[src/rtl/fetch_queue.sv]
// ---------------------------------------------------------------------------
// fetch_queue
//
// Instruction fetch front end feeding the decode stage. It walks a
// sequential fetch PC out on the instruction-memory read port, captures each
// returned word together with the PC that produced it into a small FIFO, and
// presents the FIFO head to decode through a valid/ready handshake. A
// redirect flushes both the queue and the fetch in flight and restarts
// fetch at the new PC.
//
// Optional feature macro: FETCHQ_BYPASS_EN
//   When defined, a word returning into an empty queue is presented to decode
//   in the same cycle it arrives. If decode accepts it, the word is never
//   written. Otherwise it is written normally. When the macro is undefined,
//   every returned word is written first and becomes visible the next cycle.
//
// Parameters
//   DEPTH        queue entries (power of two, >= 2)
//
// Ports
//   clk          in   rising-edge clock
//   reset        in   asynchronous active-high reset, clears all state
//   redirect     in   flush queue and in-flight fetch, restart at redirect_pc
//   redirect_pc  in   restart byte address (bit 0 ignored)
//   mem_raddr    out  instruction memory word address (fetch_pc[15:1])
//   mem_rdata    in   instruction word, valid one cycle after the address
//   out_valid    out  head entry available to decode
//   out_ready    in   decode accepts the head entry this cycle
//   out_pc       out  PC of the head entry
//   out_instr    out  instruction word of the head entry
// ---------------------------------------------------------------------------
module fetch_queue #(
    parameter int DEPTH = 4
) (
    input  logic        clk,
    input  logic        reset,
    input  logic        redirect,
    input  logic [15:0] redirect_pc,
    output logic [14:0] mem_raddr,
    input  logic [15:0] mem_rdata,
    output logic        out_valid,
    input  logic        out_ready,
    output logic [15:0] out_pc,
    output logic [15:0] out_instr
);

    localparam int PTR_W = $clog2(DEPTH);
    localparam int CNT_W = PTR_W + 1;

    localparam logic [CNT_W-1:0] DEPTH_CNT = CNT_W'(DEPTH);

    // -----------------------------------------------------------------------
    // State
    // -----------------------------------------------------------------------
    logic [15:0]      fetch_pc_q,    fetch_pc_d;
    logic             inflight_q,    inflight_d;
    logic [15:0]      inflight_pc_q, inflight_pc_d;
    logic [PTR_W-1:0] head_q,        head_d;
    logic [PTR_W-1:0] tail_q,        tail_d;
    logic [CNT_W-1:0] count_q,       count_d;

    logic [15:0]      pc_mem    [DEPTH];
    logic [15:0]      instr_mem [DEPTH];

    // -----------------------------------------------------------------------
    // Control decode
    // -----------------------------------------------------------------------
    logic queue_valid;
    logic credit_ok;
    logic issue;
    logic capture;
    logic bypass_hit;
    logic push;
    logic pop;

    always_comb begin
        queue_valid = (count_q != '0);

        // Credit counts the fetch in flight as an occupied slot, and ignores
        // any pop happening this cycle, so a returning word always has room.
        credit_ok = ((count_q + CNT_W'(inflight_q)) < DEPTH_CNT);
        issue     = !redirect && credit_ok;

        // Data for the in-flight fetch is on mem_rdata this cycle; a redirect
        // in the same cycle discards it.
        capture = inflight_q && !redirect;

`ifdef FETCHQ_BYPASS_EN
        bypass_hit = capture && !queue_valid;
`else
        bypass_hit = 1'b0;
`endif

        pop  = queue_valid && out_ready && !redirect;
        // A bypassed word that decode accepts this cycle never enters storage.
        push = capture && !(bypass_hit && out_ready);
    end

    // -----------------------------------------------------------------------
    // Outputs
    // -----------------------------------------------------------------------
    assign mem_raddr = fetch_pc_q[15:1];

    always_comb begin
        out_valid = queue_valid || bypass_hit;
        if (bypass_hit) begin
            out_pc    = inflight_pc_q;
            out_instr = mem_rdata;
        end else begin
            out_pc    = pc_mem[head_q];
            out_instr = instr_mem[head_q];
        end
    end

    // -----------------------------------------------------------------------
    // Next-state logic
    // -----------------------------------------------------------------------
    always_comb begin
        // NOTE: every variable assigned here gets a default first, so no path
        // through the block leaves one unassigned and infers a latch.
        fetch_pc_d    = fetch_pc_q;
        inflight_d    = inflight_q;
        inflight_pc_d = inflight_pc_q;
        head_d        = head_q;
        tail_d        = tail_q;
        count_d       = count_q;

        if (redirect) begin
            // Redirect overrides push, pop and issue in the same cycle.
            head_d     = '0;
            tail_d     = '0;
            count_d    = '0;
            inflight_d = 1'b0;
            fetch_pc_d = redirect_pc & 16'hFFFE;
        end else begin
            if (push) begin
                tail_d = tail_q + PTR_W'(1);
            end
            if (pop) begin
                head_d = head_q + PTR_W'(1);
            end
            unique case ({push, pop})
                2'b10:   count_d = count_q + CNT_W'(1);
                2'b01:   count_d = count_q - CNT_W'(1);
                default: count_d = count_q;
            endcase

            inflight_d = issue;
            if (issue) begin
                inflight_pc_d = fetch_pc_q;
                // Natural 16-bit wrap: 0xFFFE is followed by 0x0000.
                fetch_pc_d    = fetch_pc_q + 16'd2;
            end
        end
    end

    // -----------------------------------------------------------------------
    // Control registers
    // -----------------------------------------------------------------------
    always_ff @(posedge clk or posedge reset) begin
        if (reset) begin
            fetch_pc_q    <= 16'h0000;
            inflight_q    <= 1'b0;
            inflight_pc_q <= 16'h0000;
            head_q        <= '0;
            tail_q        <= '0;
            count_q       <= '0;
        end else begin
            // NOTE: sequential state uses non-blocking assignments so every
            // register samples the pre-edge values of its inputs.
            fetch_pc_q    <= fetch_pc_d;
            inflight_q    <= inflight_d;
            inflight_pc_q <= inflight_pc_d;
            head_q        <= head_d;
            tail_q        <= tail_d;
            count_q       <= count_d;
        end
    end

    // -----------------------------------------------------------------------
    // Entry storage
    // -----------------------------------------------------------------------
    // NOTE: the storage array has no reset. Entries are only read while count
    // marks them valid, so clearing them would add reset fan-out for nothing
    // and would prevent mapping onto RAM or plain flops without reset.
    always_ff @(posedge clk) begin
        if (push) begin
            pc_mem[tail_q]    <= inflight_pc_q;
            instr_mem[tail_q] <= mem_rdata;
        end
    end

    // The credit rule makes a push into a full queue impossible.
    overflow_a : assert property (
        @(posedge clk) disable iff (reset) !(push && (count_q == DEPTH_CNT))
    );

endmodule

[config.mk]
export PLATFORM = sky130hd
export DESIGN_NAME = fetch_queue
export DESIGN_NICKNAME = d
export VERILOG_FILES = /design/src/rtl/fetch_queue.sv
export SDC_FILE = /design/constraint.sdc
export NUM_CORES = 1
export LEC_CHECK = 0
export ABC_AREA = 1
export BUFFER_PORTS_ARGS = -buffer_cell sky130_fd_sc_hd__buf_2
export CAP_MARGIN = 5
export CORE_UTILIZATION = 42
export DETAILED_ROUTE_END_ITERATION = 10
export GPL_TIMING_DRIVEN = 0
export PLACE_DENSITY = 0.71
export SYNTH_ARGS = -nofsm -noshare
export SYNTH_HDL_FRONTEND = slang
export SYNTH_SLANG_ARGS = --single-unit
[constraint.sdc]
create_clock -name clk -period 6.3 [get_ports clk]
set_input_delay 0.63 -clock clk [delete_from_list [all_inputs] [get_ports clk]]
set_output_delay 0.63 -clock clk [all_outputs]
set_load 0.01 [all_outputs]
==> results.md, run 1 <==
- The CTS clock-pin slew for the worst setup and hold paths is 0.06 ns.
- The maximum resistive drop on vdd is 0.214 mV.
- Along the worst path, the maximum fanout reaches 10.
- The critical path ends at out_pc[8].
- The via count of the first global-routing pass was 4,828.
- The share of total power dissipated in sequential elements is 0.447.
- After synthesis, the mean cell area works out to 11.5 um2.
- Counting every sink on the clock net gives 162.
- Summing all non-filler instances in the final layout gives an area of 0.00822 mm2.
- For this run, the register share of the synthesized area comes to 0.687.
- The endpoint class of the critical path is an output port.
- The max-slew headroom at the worst pin is 0.452.
- 0 antenna diodes ended up in the layout.
- The first-pass GRT wire length is 24,700 um.
- For the worst-skew pair, the clock arrives at the later sink with an insertion delay of 0.42 ns.
- In this run, synthesis produced a sequential element count of 162.
- Ranked by total cell area, the synthesized netlist is headed by sky130_fd_sc_hd__edfxtp_1 (55%), sky130_fd_sc_hd__dfrtp_1 (14%), sky130_fd_sc_hd__o21ai_0 (5.0%).
- The reg2reg setup slack is 4.37 ns.
- In this run the cell area of the synthesized design comes to 0.00681 mm2.
- The total cell area at the placement stage is 0.00759 mm2.
- The worst flop-to-flop path startpoint is count_q[0].
- The net switching power figure is 899 uW.
- The power density relative to cell area is 370 mW/mm2.
- The arrival time at the worst endpoint is 2.15 ns.
- The setup path with the least slack is of type reg -> out.
- The number of violations reported at the end of detailed-routing iteration 0 is 486.
- The synthesized design spends more area on one cell type than any other, namely sky130_fd_sc_hd__edfxtp_1.
- The cell-internal power is 2.14 mW.
- After synthesis, the netlist uses 36 different library cells.
- The final route contains 4,865 vias.
- The minimum setup slack after placement is 3.84 ns.
- The horizontal die dimension is 129 um.
- The worst register-to-register path ends at count_q[2].
- The maximum buffer depth of the clock tree is 2.
- The average detailed-routed wire length per instance is 16.6 um.
- Of the total power, the share spent switching nets is 0.295.
- The number of cells on the worst reg-to-reg path is 11.
- The net total in the final layout is 736.
- The layout-stage area growth over the synthesis result is 20.8%.
- During placement, the flow inserted port buffers numbering 81.
- The critical path startpoint is head_q[0].
- The number of pins exceeding their max-slew limit in the final report was 0.
- The kind of start point of the critical path is a register.
- In this run the worst hold path is classified as in -> async.
- The count of antenna-violating nets left after detailed routing is 0.
- The dominant cell type by count on the critical path is sky130_fd_sc_hd__buf_2.
- The number of instances in the synthesized netlist is 590.
- Summing internal, switching and leakage power gives 3.04 mW.
- Timing would allow up to 360 MHz.
- TritonCTS built the clock tree.
- The largest net degree at the start of global routing is 39.
- The floorplan has 46 rows.
- The proportion of layout cells with a drive suffix above 1 is 0.223.
- The number of max-cap violations is 0.
- The global-route usage over all layers is 0.197.
- The leakage power is 3.23 nW.
- Global routing finished with a remaining overflow of 0.
- The die covers 0.0167 mm2.
- Walking the worst path, the cells encountered are buf_2 -> clkinv_1 -> buf_1 -> nor2_1 -> o22ai_1 -> buf_2.
- The flow ran to the end, and the final reports show no timing, DRC or antenna violations.
- The share of total power dissipated in the clock network is 0.360.
- Setup violations remaining at the end of the flow were counted as 0.
- The number of warnings issued by yosys is 0.
- The number of clock buffers inserted by TritonCTS is 17.
- The largest single stage delay on the critical path is 0.46 ns.
- The final HPWL from detailed placement is 9960 um.
- The highest metal layer carrying signal wires in the routed design is met4.
- The initial core utilization is 0.430.
- The minimum clock period after layout is 2.78 ns.
- The cell chosen for the clock root is sky130_fd_sc_hd__clkbuf_16.
- The share of synthesized area in the top cell type comes to 0.547.
- The clock tree synthesis step divided the H-tree into 4 levels.
- Routability-driven placement finished with a final weighted congestion of 0.891.
- The summed negative setup slack over all endpoints is 0 ns.
- The number of nets produced by synthesis is 632.
- Across all setup checks in the final design, the least slack found is 3.52 ns.
- The cell with the largest stage delay on the worst path is sky130_fd_sc_hd__buf_1.
- The detailed-route wire length on metal 1 is 6930 um.
- The initial antenna violation count is 0.
- The transition at the pin with the smallest max-transition slack is 0.821 ns.
- The total DRC errors in the routed layout is 0.
- The clock arrives with 0.00432 ns of skew.
- The number of top-level pins is 84.
- For this design, the CTS-stage hold fixing added 0 buffers.
- The routed via count divided by cell count is 5.27.
- The total length of routed met2 wires is 7380 um.
- At the worst endpoint, the required time is 5.67 ns.
- The filler cells instantiated in the layout total 1,364.
- The first-pass iteration count of the detailed router is 5.
- The combinational share of power is 0.193.
- The hold violation count in the final report is 0.
- The area of the core is 0.0158 mm2.
- The routed design uses 857 um of met3 wire.
- The routed wire length is 15,300 um.
- The number of setup buffers added after CTS is 0.
- Setup repair after global routing left no endpoint under its margin.
- The chip height is 129 um.
- In the finished design, the share of the clock period the worst path needs comes to 0.441.
- The post-CTS resize count is 0.
[power by group through the flow]
stage	Combinational (mW)	Clock [mW]	Sequential, mW
2_1_floorplan	0.354	0	1.36
3_3_place_gp	0.564	0	1.37
3_5_place_dp	0.591	0	1.38
4_1_cts	0.593	1.11	1.36
5_1_grt	0.655	1.15	1.37
6_report	0.588	1.10	1.36
[worst min path at each step]
| stage | start | cells after the start | slack [ns] | end |
|---|---|---|---|---|
| floorplan | inflight_pc_q[10] | 0 | 0.48 | pc_mem[0][10] |
| global placement | inflight_pc_q[4] | 0 | 0.49 | pc_mem[0][4] |
| detailed placement | inflight_pc_q[4] | 0 | 0.51 | pc_mem[1][4] |
| CTS | reset | 2 | 0.39 | tail_q[1] |
| global route | mem_rdata[1] | 1 | 0.41 | instr_mem[3][1] |
| finish | reset | 2 | 0.36 | tail_q[1] |
[layer usage]
layer | vias up | global-route usage
met5 | - | 0
met4 | 0 | 0.0664
met3 | 17 | 0.0450
met2 | 161 | 0.328
met1 | 2408 | 0.255
li1 | 2279 | -
[layout make-up]
cell class / count / area, um2 / area share
clock buffer: 17 / 425 / 0.0518
multi-input combinational: 362 / 1870 / 0.227
tap: 216 / 270 / 0.0329
sequential: 162 / 4670 / 0.569
buffer: 28 / 151 / 0.0184
inverter: 38 / 143 / 0.0174
timing repair buffer: 85 / 485 / 0.0591
clock inverter: 15 / 201 / 0.0245
[cell usage after synthesis]
master	n
sky130_fd_sc_hd__buf_12	1
sky130_fd_sc_hd__edfxtp_1	124
sky130_fd_sc_hd__nand4_2	1
sky130_fd_sc_hd__a21oi_1	3
sky130_fd_sc_hd__dfrtp_1	38
sky130_fd_sc_hd__nand3b_1	1
sky130_fd_sc_hd__nand2_4	1
sky130_fd_sc_hd__clkbuf_1	14
sky130_fd_sc_hd__inv_2	1
sky130_fd_sc_hd__o21ai_0	68
sky130_fd_sc_hd__nor2_8	1
sky130_fd_sc_hd__xnor2_1	2
sky130_fd_sc_hd__nor2_2	3
sky130_fd_sc_hd__or2_2	1
sky130_fd_sc_hd__inv_1	36
sky130_fd_sc_hd__nor2_1	87
sky130_fd_sc_hd__nand3_2	16
sky130_fd_sc_hd__buf_1	3
sky130_fd_sc_hd__nor3_1	2
sky130_fd_sc_hd__fa_1	1
sky130_fd_sc_hd__o21a_1	1
sky130_fd_sc_hd__nand2_1	90
sky130_fd_sc_hd__nand3_1	21
sky130_fd_sc_hd__clkinv_1	1
sky130_fd_sc_hd__nand3_4	1
sky130_fd_sc_hd__o211ai_1	2
sky130_fd_sc_hd__nand4_1	5
sky130_fd_sc_hd__ha_1	5
sky130_fd_sc_hd__buf_6	2
sky130_fd_sc_hd__conb_1	1
sky130_fd_sc_hd__o22ai_1	31
sky130_fd_sc_hd__buf_4	2
sky130_fd_sc_hd__buf_2	6
sky130_fd_sc_hd__nand2_2	2
sky130_fd_sc_hd__o21ai_1	15
sky130_fd_sc_hd__xor2_1	1
[layout by cell type, fill, tap and decap left out, types with 17 or more instances in the layout]
cell / n
sky130_fd_sc_hd__edfxtp_1: 124
sky130_fd_sc_hd__nand2_1: 90
sky130_fd_sc_hd__buf_2: 87
sky130_fd_sc_hd__nor2_1: 83
sky130_fd_sc_hd__o21ai_0: 68
sky130_fd_sc_hd__dfrtp_1: 38
sky130_fd_sc_hd__inv_1: 35
sky130_fd_sc_hd__o22ai_1: 31
sky130_fd_sc_hd__nand3_1: 21
sky130_fd_sc_hd__clkbuf_16: 17
[critical path, delay by kind of cell (launching register included)]
| family | cells | cell delay [ns] |
|---|---|---|
| flip-flops | 1 | 0.36 |
| AND/OR/NAND/NOR | 1 | 0.08 |
| AO/OA/AOI/OAI | 1 | 0.28 |
| buffers and inverters | 4 | 1.01 |
[sequential cells by signal, indices dropped and copies added (netlist names)]
signal         cells
tail_q             2
head_q             2
instr_mem         64
pc_mem            60
fetch_pc_q        15
inflight_q         1
count_q            3
inflight_pc_q     15
[kinds of logic after synthesis]
logic type | synth area share
simple gates | 0.158
compound gates | 0.0951
buf+inv | 0.0432
flops | 0.687
other cells | 0.000551
fa+ha+maj | 0.0121
xor+xnor | 0.00386
[stage by stage]
| step | hold slack, ns | std cells | utilization |
|---|---|---|---|
| after global routing | 0.411 | 923 | 0.519 |
| after CTS | 0.386 | 923 | 0.519 |
| final | 0.359 | 923 | 0.519 |
| after floorplan | 0.476 | 590 | - |
| after global placement | 0.491 | 887 | 0.473 |
| after detailed placement | 0.515 | 891 | 0.480 |
Note: power is estimated with default switching activity, not from simulation.
==> run 2, diff against run 1 <==
--- a/config.mk
+++ b/config.mk
@@ -11,7 +11,7 @@
 export CORE_UTILIZATION = 42
 export DETAILED_ROUTE_END_ITERATION = 10
 export GPL_TIMING_DRIVEN = 0
-export PLACE_DENSITY = 0.71
+export PLACE_DENSITY = 0.73
 export SYNTH_ARGS = -nofsm -noshare
 export SYNTH_HDL_FRONTEND = slang
 export SYNTH_SLANG_ARGS = --single-unit
==> constraint.sdc (replaced) <==
create_clock -name clk -period 2.5 [get_ports clk]
set_input_delay 0.25 -clock clk [delete_from_list [all_inputs] [get_ports clk]]
set_output_delay 0.25 -clock clk [all_outputs]
set_load 0.01 [all_outputs]
==> run 2 against run 1 <==
Compared with the run above: the flow now finishes with violations (negative hold slack); worst hold slack worse by 0.37 ns; sequential share of layout area is 0.42 points higher; flip-flop and latch count is the same; total power grew 140%; global-route usage is 0.73 points lower; first-iteration DRC count down 11%; critical path depth unchanged; cell area shrank 0.73%.
==> results.md, run 2 (synthesis gave the netlist of run 1 again) <==
- The classification of the worst setup path is reg -> out (unchanged).
- The register containing the most flip-flops in the final layout is instr_mem (unchanged).
- The first-pass iteration count of the detailed router came to 5 (unchanged).
- The post-CTS resize count is 0 (unchanged).
- The global-route congestion overflow total is 0 (unchanged).
- The worst-path maximum fanout is 10 (unchanged).
- Leading registers by flop count: instr_mem (64), pc_mem (60) (unchanged).
- The row count came to 46 (unchanged).
- The via count of the first global-routing pass was 4,640 (was 4,828).
- The initial core utilization is 0.430 (unchanged).
- The first-pass GRT wire length is 23,600 um (was 24,700 um).
- The transition at the pin with the smallest max-transition slack came to 0.808 ns (was 0.821 ns).
- The hold buffer count at cts was 0 (unchanged).
- The number of flip-flops in the largest register is 64 (unchanged).
- The leakage power is 3.21 nW (was 3.23 nW).
- The number of top-level pins came to 84 (unchanged).
- The hold violation count in the final report was 8 (was 0).
- Outcome: finished with violations (was completed).
- The routed via count divided by cell count was 5.05 (was 5.27).
- The number of clock buffers inserted by TritonCTS is 17 (unchanged).
- The initial antenna violation count is 0 (unchanged).
- The area of the core is 0.0158 mm2 (unchanged).
- RSZ-0062 raised after global routing: false (unchanged).
- The die area came to 0.0167 mm2 (unchanged).
- The achievable frequency is 429 MHz.
- The final HPWL from detailed placement is 9580 um (was 9960 um).
- The number of violations reported at the end of detailed-routing iteration 0 was 433 (was 486).
- The routed wire length is 14,700 um (was 15,300 um).
- The antenna diode count is 0 (unchanged).
- The cell chosen for the clock root is sky130_fd_sc_hd__clkbuf_16 (unchanged).
- The final hold slack came to -0.00921 ns (was 0.359 ns).
- The layout-stage area growth over the synthesis result is 19.9% (was 20.8%).
- The kind of start point of the critical path was a register (unchanged).
- The CTS clock-pin slew for the worst setup and hold paths came to 0.06 ns (about the same).
- The global-route usage over all layers is 0.190 (was 0.197).
- The total DRC errors in the routed layout came to 0 (unchanged).
- The routability congestion estimate is 0.880 (was 0.891).
- The number of pins exceeding their max-slew limit in the final report is 0 (unchanged).
- The average detailed-routed wire length per instance was 15.9 um (was 16.6 um).
- The count of vias placed by the detailed router was 4,654 (was 4,865).
- The checks that failed: negative hold slack.
- The largest net degree at the start of global routing is 39 (unchanged).
- The number of endpoints failing setup at the final stage came to 0 (unchanged).
- The summed negative setup slack over all endpoints is 0 ns (unchanged).
- The class of the worst hold path is in -> async (unchanged).
- The maximum buffer depth of the clock tree came to 2 (unchanged).
- The endpoint class of the critical path is an output port (unchanged).
- The number of H-tree branching levels is 4 (unchanged).
- The post-CTS setup buffer count is 0 (unchanged).
- The data required time of the worst path was 2.25 ns (was 5.67 ns).
- The TritonCTS sink count was 162 (unchanged).
- The max-slew headroom at the worst pin is 0.461 (was 0.452).
- The total power is 7.33 mW (was 3.04 mW).
- The clock period could shrink to 2.33 ns.
- The power density relative to cell area is 898 mW/mm2 (was 370 mW/mm2).
- The net total in the final layout is 736 (unchanged).
- The arrival time at the worst endpoint came to 2.08 ns (was 2.15 ns).
- The maximum resistive drop on vdd is 0.551 mV (was 0.214 mV).
- The count of antenna-violating nets left after detailed routing is 0 (unchanged).
- The proportion of layout cells with a drive suffix above 1 is 0.223 (about the same).
- The final cycle utilization of the critical path is 0.933.
- The horizontal die dimension is 129 um (unchanged).
- Most frequent cells in the layout: sky130_fd_sc_hd__edfxtp_1 (124), sky130_fd_sc_hd__nand2_1 (90), sky130_fd_sc_hd__buf_2 (87) (unchanged).
- The clock latency reported for the late side of the worst-skew pair was 0.42 ns (about the same).
- The number of buffers added on ports is 81 (unchanged).
- The worst-case clock skew is 0.00553 ns (was 0.00432 ns).
- The number of max-cap violations is 0 (unchanged).
- The chip height is 129 um (unchanged).
- The clock tree from TritonCTS is done (unchanged).
- The most common cell after layout, fill and taps aside is sky130_fd_sc_hd__edfxtp_1 (unchanged).
-- run 2: cell count changes in the layout (fill, tap and decap cells not counted) --
cell and delta:
sky130_fd_sc_hd__buf_1 -2, sky130_fd_sc_hd__buf_12 -2, sky130_fd_sc_hd__buf_16 +2, sky130_fd_sc_hd__bufinv_16 -2, sky130_fd_sc_hd__clkbuf_1 +1, sky130_fd_sc_hd__clkbuf_2 +3
sky130_fd_sc_hd__clkinv_2 +2, sky130_fd_sc_hd__clkinv_4 +1, sky130_fd_sc_hd__clkinvlp_4 -1, sky130_fd_sc_hd__inv_6 -3, sky130_fd_sc_hd__inv_8 -1
-- run 2: final cells by class --
| class | instances | area (um2) |
|---|---|---|
| flip-flops and latches | 162 | 4670 |
| clock inverters | 11 | 115 |
| well taps | 216 | 270 |
| inverters | 38 | 143 |
| plain buffers | 28 | 155 |
| clock buffers | 19 | 433 |
| multi-input cells | 362 | 1870 |
| fillers | 1357 | 7670 |
| repair buffers | 85 | 500 |
-- run 2: through the flow --
stage | worst slack (ns) | hold WS (ns) | area [um2] | utilization | std cells
6_report | 0.168 | -0.00921 | 8160 | 0.515 | 921
5_1_grt | 0.000912 | 0.0282 | 8160 | 0.515 | 921
4_1_cts | 0.00698 | 0.0188 | 8150 | 0.515 | 921
3_5_place_dp | 0.265 | 0.466 | 7610 | 0.481 | 891
3_3_place_gp | -1.24 | 0.465 | 7480 | 0.473 | 887
2_1_floorplan | 0.0945 | 0.349 | 6810 | - | 590
-- run 2: worst paths after layout --
kind / cells after the start / end / start / slack (ns)
worst min register to register: 0 / pc_mem[3][8] / inflight_pc_q[8] / 0.52
max in group asynchronous: 2 / inflight_pc_q[3] / reset / 1.99
worst max-delay path: 6 / out_pc[14] / head_q[0] / 0.17
worst max register to register: 11 / count_q[2] / count_q[1] / 0.62
worst min-delay path: 2 / head_q[0] / reset / -0.009
min in group clk: 1 / instr_mem[3][13] / mem_rdata[13] / 0.04
-- run 2: layer usage --
metal  track usage  wire length, um  up-vias
met5             0                0        -
met1         0.241             6310     2186
met2         0.312             7190      175
met4        0.0706              198        0
li1              -                -     2274
met3        0.0516              952       19
-- run 2: power breakdown --
| group | switching, mW | internal, mW | leakage (nW) |
|---|---|---|---|
| sequential | 0.214 | 3.21 | 1.60 |
| clock | 0.977 | 1.45 | 0.264 |
| combinational | 0.958 | 0.514 | 1.34 |
-- run 2: worst max-delay path, cell delays in order (launching register included) --
cell	delay, ns
sky130_fd_sc_hd__dfrtp_1	0.37
sky130_fd_sc_hd__buf_2	0.18
sky130_fd_sc_hd__clkinv_1	0.19
sky130_fd_sc_hd__clkbuf_1	0.41
sky130_fd_sc_hd__o21ai_0	0.14
sky130_fd_sc_hd__o22ai_1	0.19
sky130_fd_sc_hd__buf_2	0.17
==> run 3, diff against run 2 <==
--- a/config.mk
+++ b/config.mk
@@ -5,7 +5,6 @@
 export SDC_FILE = /design/constraint.sdc
 export NUM_CORES = 1
 export LEC_CHECK = 0
-export ABC_AREA = 1
 export BUFFER_PORTS_ARGS = -buffer_cell sky130_fd_sc_hd__buf_2
 export CAP_MARGIN = 5
 export CORE_UTILIZATION = 42
==> run 3 against run 2 <==
Compared with the run above: the run still ends with negative hold slack left; die area decreased by 5.0%; critical path depth decreased by 3; cell area fell by 5.7%; sequential power rose by 6.4%; clock skew hardly changed; total power up 7.2%; largest cell class unchanged.
==> results.md, run 3 <==
- The row count is 44 (was 46).
- The mean instance size in the synthesized netlist came to 18.6 um2 (was 11.5 um2).
- The number of clock buffers inserted by TritonCTS is 17 (unchanged).
- RSZ-0062 raised after global routing: false (unchanged).
- The post-CTS resize count is 1 (was 0).
- The number of enable-type register cells in the synthesized netlist is 124 (unchanged).
- The antenna diode count was 0 (unchanged).
- The classification of the worst setup path is reg -> out (unchanged).
- The number of instances in the synthesized netlist is 348 (was 590).
- The hold buffer count at cts came to 0 (unchanged).
- The worst-case clock skew is 0.00540 ns (was 0.00553 ns).
- Cell chain of the critical path: buf_1 -> mux4_2 -> buf_2 (was buf_2 -> clkinv_1 -> clkbuf_1 -> o21ai_0 -> o22ai_1 -> buf_2).
- The area of the core came to 0.0148 mm2 (was 0.0158 mm2).
- The non-filler instance count after layout was 644 (was 921).
- The TritonCTS sink count is 162 (unchanged).
- The clock tree from TritonCTS is done (unchanged).
- The number of buffers added on ports came to 81 (unchanged).
- The power density relative to cell area is 1020 mW/mm2 (was 898 mW/mm2).
- The routed via count divided by cell count is 5.48 (was 5.05).
- The number of cells after detailed placement is 613 (was 891).
- The number of cells on the worst reg-to-reg path is 7 (was 11).
- The sequential area share after synthesis came to 0.724 (was 0.687).
- The arrival time at the worst endpoint came to 2.11 ns (was 2.08 ns).
- The register containing the most flip-flops in the final layout is instr_mem (unchanged).
- The number of violations reported at the end of detailed-routing iteration 0 was 196 (was 433).
- The via count of the first global-routing pass was 3,789 (was 4,640).
- The leakage power was 2.74 nW (was 3.21 nW).
- The cell taking the most area after synthesis is sky130_fd_sc_hd__edfxtp_1 (unchanged).
- The number of pins exceeding their max-slew limit in the final report is 0 (unchanged).
- The number of warnings issued by yosys was 0 (unchanged).
- The number of top-level pins was 84 (unchanged).
- The clock latency reported for the late side of the worst-skew pair was 0.42 ns (about the same).
- The number of endpoints failing setup at the final stage is 0 (unchanged).
- The maximum resistive drop on vdd is 0.573 mV (was 0.551 mV).
- The netlist area before placement is 0.00646 mm2 (was 0.00681 mm2).
- The achievable frequency is 424 MHz (was 429 MHz).
- The count of vias placed by the detailed router is 3,531 (was 4,654).
- The cell with the largest stage delay on the worst path is sky130_fd_sc_hd__buf_1 (was sky130_fd_sc_hd__clkbuf_1).
- The total DRC errors in the routed layout is 0 (unchanged).
- The CTS clock-pin slew for the worst setup and hold paths came to 0.06 ns (about the same).
- The class of the worst hold path is in -> async (unchanged).
- The count of antenna-violating nets left after detailed routing was 0 (unchanged).
- Outcome: finished with violations (unchanged).
- The number of unique standard cell types used by synthesis is 46 (was 36).
- The primary flip-flop cell chosen by synthesis mapping is sky130_fd_sc_hd__edfxtp_1 (unchanged).
- The final standard cell utilization of the core was 0.521 (was 0.515).
- The global-route usage over all layers is 0.170 (was 0.190).
- The transition at the pin with the smallest max-transition slack is 0.893 ns (was 0.808 ns).
- The die area is 0.0159 mm2 (was 0.0167 mm2).
- The chip height is 126 um (was 129 um).
- The biggest cell delay along the critical path is 0.59 ns (was 0.41 ns).
- The area fraction of the dominant cell type after synthesis was 0.577 (was 0.547).
- The area of combinational cells with multiple inputs came to 0.00167 mm2 (was 0.00187 mm2).
- The largest net degree at the start of global routing came to 39 (unchanged).
- Main area contributors after synthesis: sky130_fd_sc_hd__edfxtp_1 (58%), sky130_fd_sc_hd__dfrtp_1 (15%), sky130_fd_sc_hd__mux4_2 (11%) (was sky130_fd_sc_hd__edfxtp_1 (55%), sky130_fd_sc_hd__dfrtp_1 (14%), sky130_fd_sc_hd__o21ai_0 (5.0%)).
- The number of H-tree branching levels is 4 (unchanged).
- The number of max-cap violations is 0 (unchanged).
- The final cycle utilization of the critical path is 0.944 (was 0.933).
- Violated checks: negative hold slack (unchanged).
- The average detailed-routed wire length per instance is 19.1 um (was 15.9 um).
- The initial core utilization is 0.438 (was 0.430).
- The number of flip-flops in the largest register is 64 (unchanged).
- The global-route congestion overflow total is 0 (unchanged).
- The terminus of the critical flop-to-flop path was count_q[2] (unchanged).
- The post-CTS setup buffer count is 0 (unchanged).
- The kind of start point of the critical path was a register (unchanged).
- The proportion of layout cells with a drive suffix above 1 is 0.387 (was 0.223).
- The initial antenna violation count was 0 (unchanged).
- The first-pass iteration count of the detailed router was 4 (was 5).
- The worst flop-to-flop path startpoint is count_q[2] (was count_q[1]).
- The most common cell after layout, fill and taps aside was sky130_fd_sc_hd__edfxtp_1 (unchanged).
- The async set-or-reset flop fraction in the synthesized netlist was 0.235 (unchanged).
- The routability congestion estimate is 0.858 (was 0.880).
- The first-pass GRT wire length is 20,100 um (was 23,600 um).
- The number of nets produced by synthesis is 390 (was 632).
- The leading cell type by number of instances after synthesis was sky130_fd_sc_hd__edfxtp_1 (unchanged).
- The sequential cell area was 0.00467 mm2 (unchanged).
- Leading registers by flop count: instr_mem (64), pc_mem (60) (unchanged).
- Most frequent cells in the layout: sky130_fd_sc_hd__edfxtp_1 (124), sky130_fd_sc_hd__buf_2 (81), sky130_fd_sc_hd__dfrtp_1 (38) (was sky130_fd_sc_hd__edfxtp_1 (124), sky130_fd_sc_hd__nand2_1 (90), sky130_fd_sc_hd__buf_2 (87)).
- The routed wire length is 12,300 um (was 14,700 um).
- The hold violation count in the final report is 38 (was 8).
- The final hold slack came to -0.0196 ns (was -0.00921 ns).
- The net total in the final layout is 489 (was 736).
- The cell chosen for the clock root is sky130_fd_sc_hd__clkbuf_16 (unchanged).
- The worst-path maximum fanout is 10 (unchanged).
- The minimum clock period after layout is 2.36 ns (was 2.33 ns).
- The horizontal die dimension is 126 um (was 129 um).
- The data required time of the worst path is 2.25 ns (about the same).
- The maximum buffer depth of the clock tree is 2 (unchanged).
- The max-slew headroom at the worst pin is 0.405 (was 0.461).
- The layout-stage area growth over the synthesis result came to 19.1% (was 19.9%).
- The endpoint class of the critical path is an output port (unchanged).
- The number of synthesized register bits was 162 (unchanged).
- The final HPWL from detailed placement is 7880 um (was 9580 um).
- Top cell types by occurrence after synthesis: sky130_fd_sc_hd__edfxtp_1 (124), sky130_fd_sc_hd__dfrtp_1 (38), sky130_fd_sc_hd__mux4_2 (31) (was sky130_fd_sc_hd__edfxtp_1 (124), sky130_fd_sc_hd__nand2_1 (90), sky130_fd_sc_hd__nor2_1 (87)).
- The reg2reg setup slack is 0.26 ns (was 0.62 ns).
- The number of fillers in the final layout is 1,215 (was 1,357).
-- run 3: logic make-up after synthesis --
kind of cell | count (synthesis) | share of synthesized area
flip-flops | 162 | 0.724
multiplexers | 50 | 0.141
AO/OA/AOI/OAI | 28 | 0.0304
adder cells (fa/ha/maj) | 6 | 0.0128
buffers and inverters | 22 | 0.0180
XOR/XNOR | 7 | 0.0124
AND/OR/NAND/NOR | 72 | 0.0608
other | 1 | 0.000581
-- run 3: worst max path at each step --
stage / endpoint / slack [ns] / from / cells after the start
final: out_pc[8] / 0.14 / head_q[1] / 3
after CTS: out_instr[6] / -0.05 / head_q[0] / 4
after global placement: pc_mem[0][6] / -0.17 / redirect / 4
after global routing: count_q[2] / 0.09 / count_q[0] / 6
after detailed placement: count_q[2] / 0.02 / redirect / 8
after floorplan: count_q[2] / 0.49 / count_q[2] / 7
-- run 3: layout make-up --
cell class / instances / area share
Timing Repair Buffer: 81 / 0.0527
Clock buffer: 20 / 0.0607
Tap cell: 184 / 0.0299
Inverter: 6 / 0.00293
Multi-Input combinational cell: 164 / 0.218
Buffer: 15 / 0.0127
Sequential cell: 162 / 0.608
Clock inverter: 12 / 0.0156
-- run 3: where the power goes --
| group | internal, mW | switching [mW] |
|---|---|---|
| Sequential | 3.35 | 0.296 |
| Combinational | 0.831 | 0.865 |
| Clock | 1.46 | 1.05 |
| Total | 5.64 | 2.21 |
-- run 3: critical path: cells and delay by family (launching register included) --
kind | cells | cell delay [ns]
buf+inv | 2 | 0.76
flops | 1 | 0.46
mux | 1 | 0.46
-- run 3: stage by stage --
step | hold WS (ns) | cell area, um2 | power, mW | TNS, ns | worst slack, ns
finish | -0.0196 | 7690 | 7.85 | 0 | 0.141
global route | 0.0226 | 7690 | 8.21 | 0 | 0.0875
CTS | 0.00504 | 7690 | 7.92 | -0.637 | -0.0542
detailed placement | 0.462 | 7100 | 5.41 | 0 | 0.0178
global placement | 0.461 | 7090 | 5.34 | -19.64 | -0.168
floorplan | 0.349 | 6460 | 4.77 | 0 | 0.489
-- run 3: per-layer routing --
metal | GRT usage | up-vias | share of wire
li1 | - | 1593 | -
met3 | 0.0510 | 16 | 0.052
met2 | 0.267 | 108 | 0.48
met1 | 0.225 | 1814 | 0.46
met5 | 0 | - | 0
met4 | 0.0631 | 0 | 0.013
